--- src/rtl/serial_pkg.sv ---
// Shared types and widths for the 4-bit serial transmitter.
// SERIAL_TX_PARITY_EN adds the PARITY state to the state encoding.
package serial_pkg;

   localparam int unsigned DATA_W = 4;
   localparam int unsigned CNT_W  = 2;

   localparam logic [CNT_W-1:0] CNT_LAST = '1;

`ifdef SERIAL_TX_PARITY_EN
   typedef enum logic [1:0] {
      IDLE   = 2'd0,
      SHIFT  = 2'd1,
      PARITY = 2'd2
   } state_t;
`else
   typedef enum logic [0:0] {
      IDLE  = 1'b0,
      SHIFT = 1'b1
   } state_t;
`endif

endpackage

--- src/rtl/piso_reg_4bit.sv ---
// 4-bit parallel-load, left-shifting register with zero fill.
// Load takes priority over shift; only the MSB is exported.
module piso_reg_4bit
   import serial_pkg::*;
(
   input  logic              clk,
   input  logic              rst_n,
   input  logic              load,
   input  logic              shift,
   input  logic [DATA_W-1:0] din,
   output logic              q_msb
);

   logic [DATA_W-1:0] sr_q;
   logic [DATA_W-1:0] sr_d;

   always_comb begin
      sr_d = sr_q;
      if (load) begin
         sr_d = din;
      end else if (shift) begin
         sr_d = {sr_q[DATA_W-2:0], 1'b0};
      end
   end

   always_ff @(posedge clk or negedge rst_n) begin
      if (!rst_n) begin
         sr_q <= '0;
      end else begin
         sr_q <= sr_d;
      end
   end

   assign q_msb = sr_q[DATA_W-1];

endmodule

--- src/rtl/serial_tx_4bit.sv ---
// 4-bit MSB-first serializer with load handshake and en-qualified bit timing.
// Define SERIAL_TX_PARITY_EN to append an even-parity bit to each frame.
module serial_tx_4bit
   import serial_pkg::*;
(
   input  logic              clk,
   input  logic              rst,
   input  logic              en,
   input  logic [DATA_W-1:0] din,
   input  logic              load_valid,
   output logic              load_ready,
   output logic              Q,
   output logic              frame,
   output logic              done
);

   state_t            state_q, state_d;
   logic [CNT_W-1:0]  cnt_q, cnt_d;
   logic              done_q, done_d;
   logic              load;
   logic              shift;
   logic              sr_msb;
`ifdef SERIAL_TX_PARITY_EN
   logic              par_q, par_d;
`endif

   assign load_ready = (state_q == IDLE);
   assign load       = load_valid & load_ready;
   assign shift      = (state_q == SHIFT) & en;

   piso_reg_4bit u_piso (
      .clk   (clk),
      .rst_n (rst),
      .load  (load),
      .shift (shift),
      .din   (din),
      .q_msb (sr_msb)
   );

   always_comb begin
      state_d = state_q;
      cnt_d   = cnt_q;
      done_d  = 1'b0;
`ifdef SERIAL_TX_PARITY_EN
      par_d   = par_q;
`endif
      case (state_q)
         IDLE: begin
            if (load_valid) begin
               state_d = SHIFT;
               cnt_d   = '0;
`ifdef SERIAL_TX_PARITY_EN
               par_d   = ^din;
`endif
            end
         end
         SHIFT: begin
            if (en) begin
               cnt_d = cnt_q + 1'b1;
               // last data bit consumed: counter wraps to 0 exactly as the frame ends
               if (cnt_q == CNT_LAST) begin
`ifdef SERIAL_TX_PARITY_EN
                  state_d = PARITY;
`else
                  state_d = IDLE;
                  done_d  = 1'b1;
`endif
               end
            end
         end
`ifdef SERIAL_TX_PARITY_EN
         PARITY: begin
            if (en) begin
               state_d = IDLE;
               done_d  = 1'b1;
            end
         end
`endif
         default: state_d = IDLE;
      endcase
   end

   always_ff @(posedge clk or negedge rst) begin
      if (!rst) begin
         state_q <= IDLE;
         cnt_q   <= '0;
         done_q  <= 1'b0;
`ifdef SERIAL_TX_PARITY_EN
         par_q   <= 1'b0;
`endif
      end else begin
         state_q <= state_d;
         cnt_q   <= cnt_d;
         done_q  <= done_d;
`ifdef SERIAL_TX_PARITY_EN
         par_q   <= par_d;
`endif
      end
   end

   always_comb begin
      Q     = 1'b0;
      frame = 1'b0;
      case (state_q)
         SHIFT: begin
            Q     = sr_msb;
            frame = 1'b1;
         end
`ifdef SERIAL_TX_PARITY_EN
         PARITY: begin
            Q     = par_q;
            frame = 1'b1;
         end
`endif
         default: ;
      endcase
   end

   assign done = done_q;

endmodule
--- config.mk ---
export PLATFORM = sky130hd
export DESIGN_NAME = serial_tx_4bit
export DESIGN_NICKNAME = d
export VERILOG_FILES = /design/src/rtl/serial_pkg.sv /design/src/rtl/piso_reg_4bit.sv /design/src/rtl/serial_tx_4bit.sv
export SDC_FILE = /design/constraint.sdc
export NUM_CORES = 1
export LEC_CHECK = 0
export CAP_MARGIN = 20
export CORE_AREA = 4 4 41 43
export CTS_BUF_LIST = sky130_fd_sc_hd__clkbuf_8
export CTS_CLUSTER_SIZE = 14
export DETAILED_ROUTE_END_ITERATION = 7
export DIE_AREA = 0 0 45 47
export PLACE_DENSITY = 0.65
export SKIP_LAST_GASP = 1
export SLEW_MARGIN = 20
export SYNTH_ARGS = -nofsm -noshare
export SYNTH_HDL_FRONTEND = slang
export SYNTH_SLANG_ARGS = --single-unit
--- constraint.sdc ---
create_clock -name clk -period 2.9 [get_ports clk]
set_input_delay 0.58 -clock clk [delete_from_list [all_inputs] [get_ports clk]]
set_output_delay 0.58 -clock clk [all_outputs]
set_load 0.01 [all_outputs]
==> flow_metrics.env <==
export IMPL_slew_viol_final=0
export IMPL_tns_ns=0
export IMPL_synth_cells=34
export IMPL_period_minus_slack_ns=2.129
export IMPL_final_layout_size_suffix_gt1_share_pct=15.56
export IMPL_clockRootBuffer="clkbuf_8"
export IMPL_power_density_mw_per_mm2=884.8
export IMPL_final_instance_count_excl_fill=60
export IMPL_r2r_start="state_q"
export IMPL_dpl_hpwl_um=675.4
export IMPL_wl_per_cell_um=14.70
export IMPL_fin_nets=56
export IMPL_register_area_um2=200.2
export IMPL_yosysSeqAreaShare_pct=46.24
export IMPL_grt_pass1_wl_um=1449
export IMPL_setup_viol=0
export IMPL_synth_largest_area_cell="dfrtp_1"
export IMPL_drc=0
export IMPL_hold_start="u_piso.sr_q[1]"
export IMPL_grt_pass1_vias=330
export IMPL_dieHeight_um=47
export IMPL_synth_nets=43
export IMPL_worstMarginPinSlew_ns=0.3980
export IMPL_cts_resized=0
export IMPL_path_clk_slew_ns=0.04
export IMPL_netlist_area_leader_share_pct=46.24
export IMPL_fin_skew_ns=0.002061
export IMPL_ant_nets=0
export IMPL_fin_area_um2=564.3
export IMPL_cts_tree="done"
export IMPL_final_core_util_pct=43.37
export IMPL_rsz0062_at_grt="no"
export IMPL_antenna_found_initial=0
export IMPL_hp_class="reg2reg"
export IMPL_maxCapViolations=0
export IMPL_via_count=303
export IMPL_ys_types=17
export IMPL_cts_sinks=8
export IMPL_gp_congestion=0.7237
export IMPL_fmax_mhz=469.6
export IMPL_grt_max_degree=14
export IMPL_dpl_cell_area_um2=523.0
export IMPL_ys_ff_latch=8
export IMPL_coreArea_mm2=0.001301
export IMPL_end_kind="output pin"
export IMPL_synth_area_leaders="dfrtp_1 46%, mux2i_1 21%, buf_12 4.6%, and3_2 3.5%, ha_1 2.9%"
export IMPL_worstSetupStartpoint="state_q"
export IMPL_status="finished clean"
export IMPL_start_kind="flop"
export IMPL_peakVddDrop_mv=0.2921
export IMPL_hold_violations=0
export IMPL_start_util_pct=33.27
export IMPL_grt_overflow_total=0
export IMPL_worstPathArrival_ns=1.55
export IMPL_ys_warn_count=0
export IMPL_die_w_um=45
export IMPL_max_clock_path_buffers=2
export IMPL_drt_iter0_markers=4
export IMPL_areaGrowthSynthToFinish_pct=30.35
export IMPL_insertion_delay_ns=0.23
export IMPL_io_pin_count=12
export IMPL_avgSynthCellArea_um2=12.73
export IMPL_fp_row_count=13
export IMPL_htree_levels=1
export IMPL_wl_um=882
export IMPL_diodes=0
export IMPL_multi_input_area_um2=190.2
export IMPL_post_route_period_util_pct=73.43
export IMPL_drtPass1Iterations=2
export IMPL_critical_path_class="reg2out"
export IMPL_dieArea_mm2=0.002115
export IMPL_post_cts_setup_buffers=0
export IMPL_routed_via_density=5.050
export IMPL_grtUsageTotal_pct=9.832
export IMPL_numCtsBuffers=3
export IMPL_maxSlewHeadroom_pct=73.47
export IMPL_cp_max_fo=13
export IMPL_dp_cells=57
export IMPL_port_buffers=11
export IMPL_syn_cell_area_um2=432.9
export IMPL_postCtsHoldBufs=0
export IMPL_required_ns=2.32
export IMPL_fillers=134
export IMPL_p_leak_nw=0.2917
==> cells by family (layout without fill, tap and decap cells) <==
logic type | after synthesis | count (layout) | synth area share [%]
multiplexers | 9 | 9 | 20.81
buffers and inverters | 4 | 15 | 9.826
AND/OR/NAND/NOR | 7 | 7 | 10.98
XOR/XNOR | 1 | 1 | 2.023
flip-flops | 8 | 8 | 46.24
AO/OA/AOI/OAI | 4 | 4 | 7.225
adder cells (fa/ha/maj) | 1 | 1 | 2.890
==> cells in the mapped netlist <==
cell type,instances
a211o_1,1
nor2_1,2
o21ai_0,1
buf_12,1
and3_2,2
mux2i_1,9
buf_4,1
a22o_1,1
dfrtp_1,8
buf_6,1
and3b_2,1
ha_1,1
and2_2,1
inv_1,1
xor2_1,1
o2bb2ai_1,1
nand3b_1,1
==> through the flow <==
step	setup slack [ns]	total power, mW	hold slack, ns
global placement	1.034	0.3536	0.4853
CTS	0.7664	0.5056	0.5042
global route	0.6809	0.5313	0.5203
detailed placement	0.9952	0.3712	0.4956
floorplan	1.573	0.3053	0.2844
finish	0.7706	0.4993	0.5046
==> layout by cell type (no fill, tap or decap) <==
cell type / n
ha_1: 1
o21ai_0: 1
clkbuf_8: 3
clkdlybuf4s50_1: 11
a22o_1: 1
dfrtp_1: 8
and3b_2: 1
and3_2: 2
nand3b_1: 1
mux2i_1: 9
o2bb2ai_1: 1
a211o_1: 1
and2_2: 1
nor2_1: 2
inv_1: 1
xor2_1: 1
==> where the power goes <==
group | switching (mW) | internal, mW | leakage [nW]
clock network | 0.0430 | 0.0898 | 0.0216
logic | 0.0625 | 0.101 | 0.169
registers | 0.0478 | 0.155 | 0.101
total | 0.153 | 0.346 | 0.292
==> per-layer routing <==
metal	wire, um	up-vias	share of wire (%)	global-route usage [%]
li1	-	143	-	-
met1	355	148	40	11.06
met2	432	10	49	15.54
met3	69	2	7.8	2.299
met4	25	0	2.8	8.772
met5	0	-	0	0
==> cell type report <==
| type | count | share of cell area, % |
|---|---|---|
| clock buffer | 3 | 7.317 |
| sequential | 8 | 35.48 |
| tap | 15 | 3.326 |
| multi-input combinational | 22 | 33.70 |
| timing repair buffer | 11 | 19.51 |
| inverter | 1 | 0.6652 |
==> sequential cells by signal, indices dropped and copies added (netlist names) <==
name         flops
u_piso.sr_q      4
state_q          1
done             1
cnt_q            2
==> critical path, cell delays in order (launching register included) <==
cell             delay (ns)
dfrtp_1                0.57
and2_2                 0.22
clkdlybuf4s50_1        0.53
==> final timing paths <==
kind                                   to  slack [ns]  cells past startpoint
min in group asynchronous            done        0.63                      1
setup / recovery                        Q        0.77                      2
hold / removal             u_piso.sr_q[1]        0.50                      1
setup reg to reg           u_piso.sr_q[1]        1.73                      2
hold reg to reg            u_piso.sr_q[1]        0.50                      1
max in group asynchronous  u_piso.sr_q[2]        2.00                      1
Power figures use the tool's default switching activity.
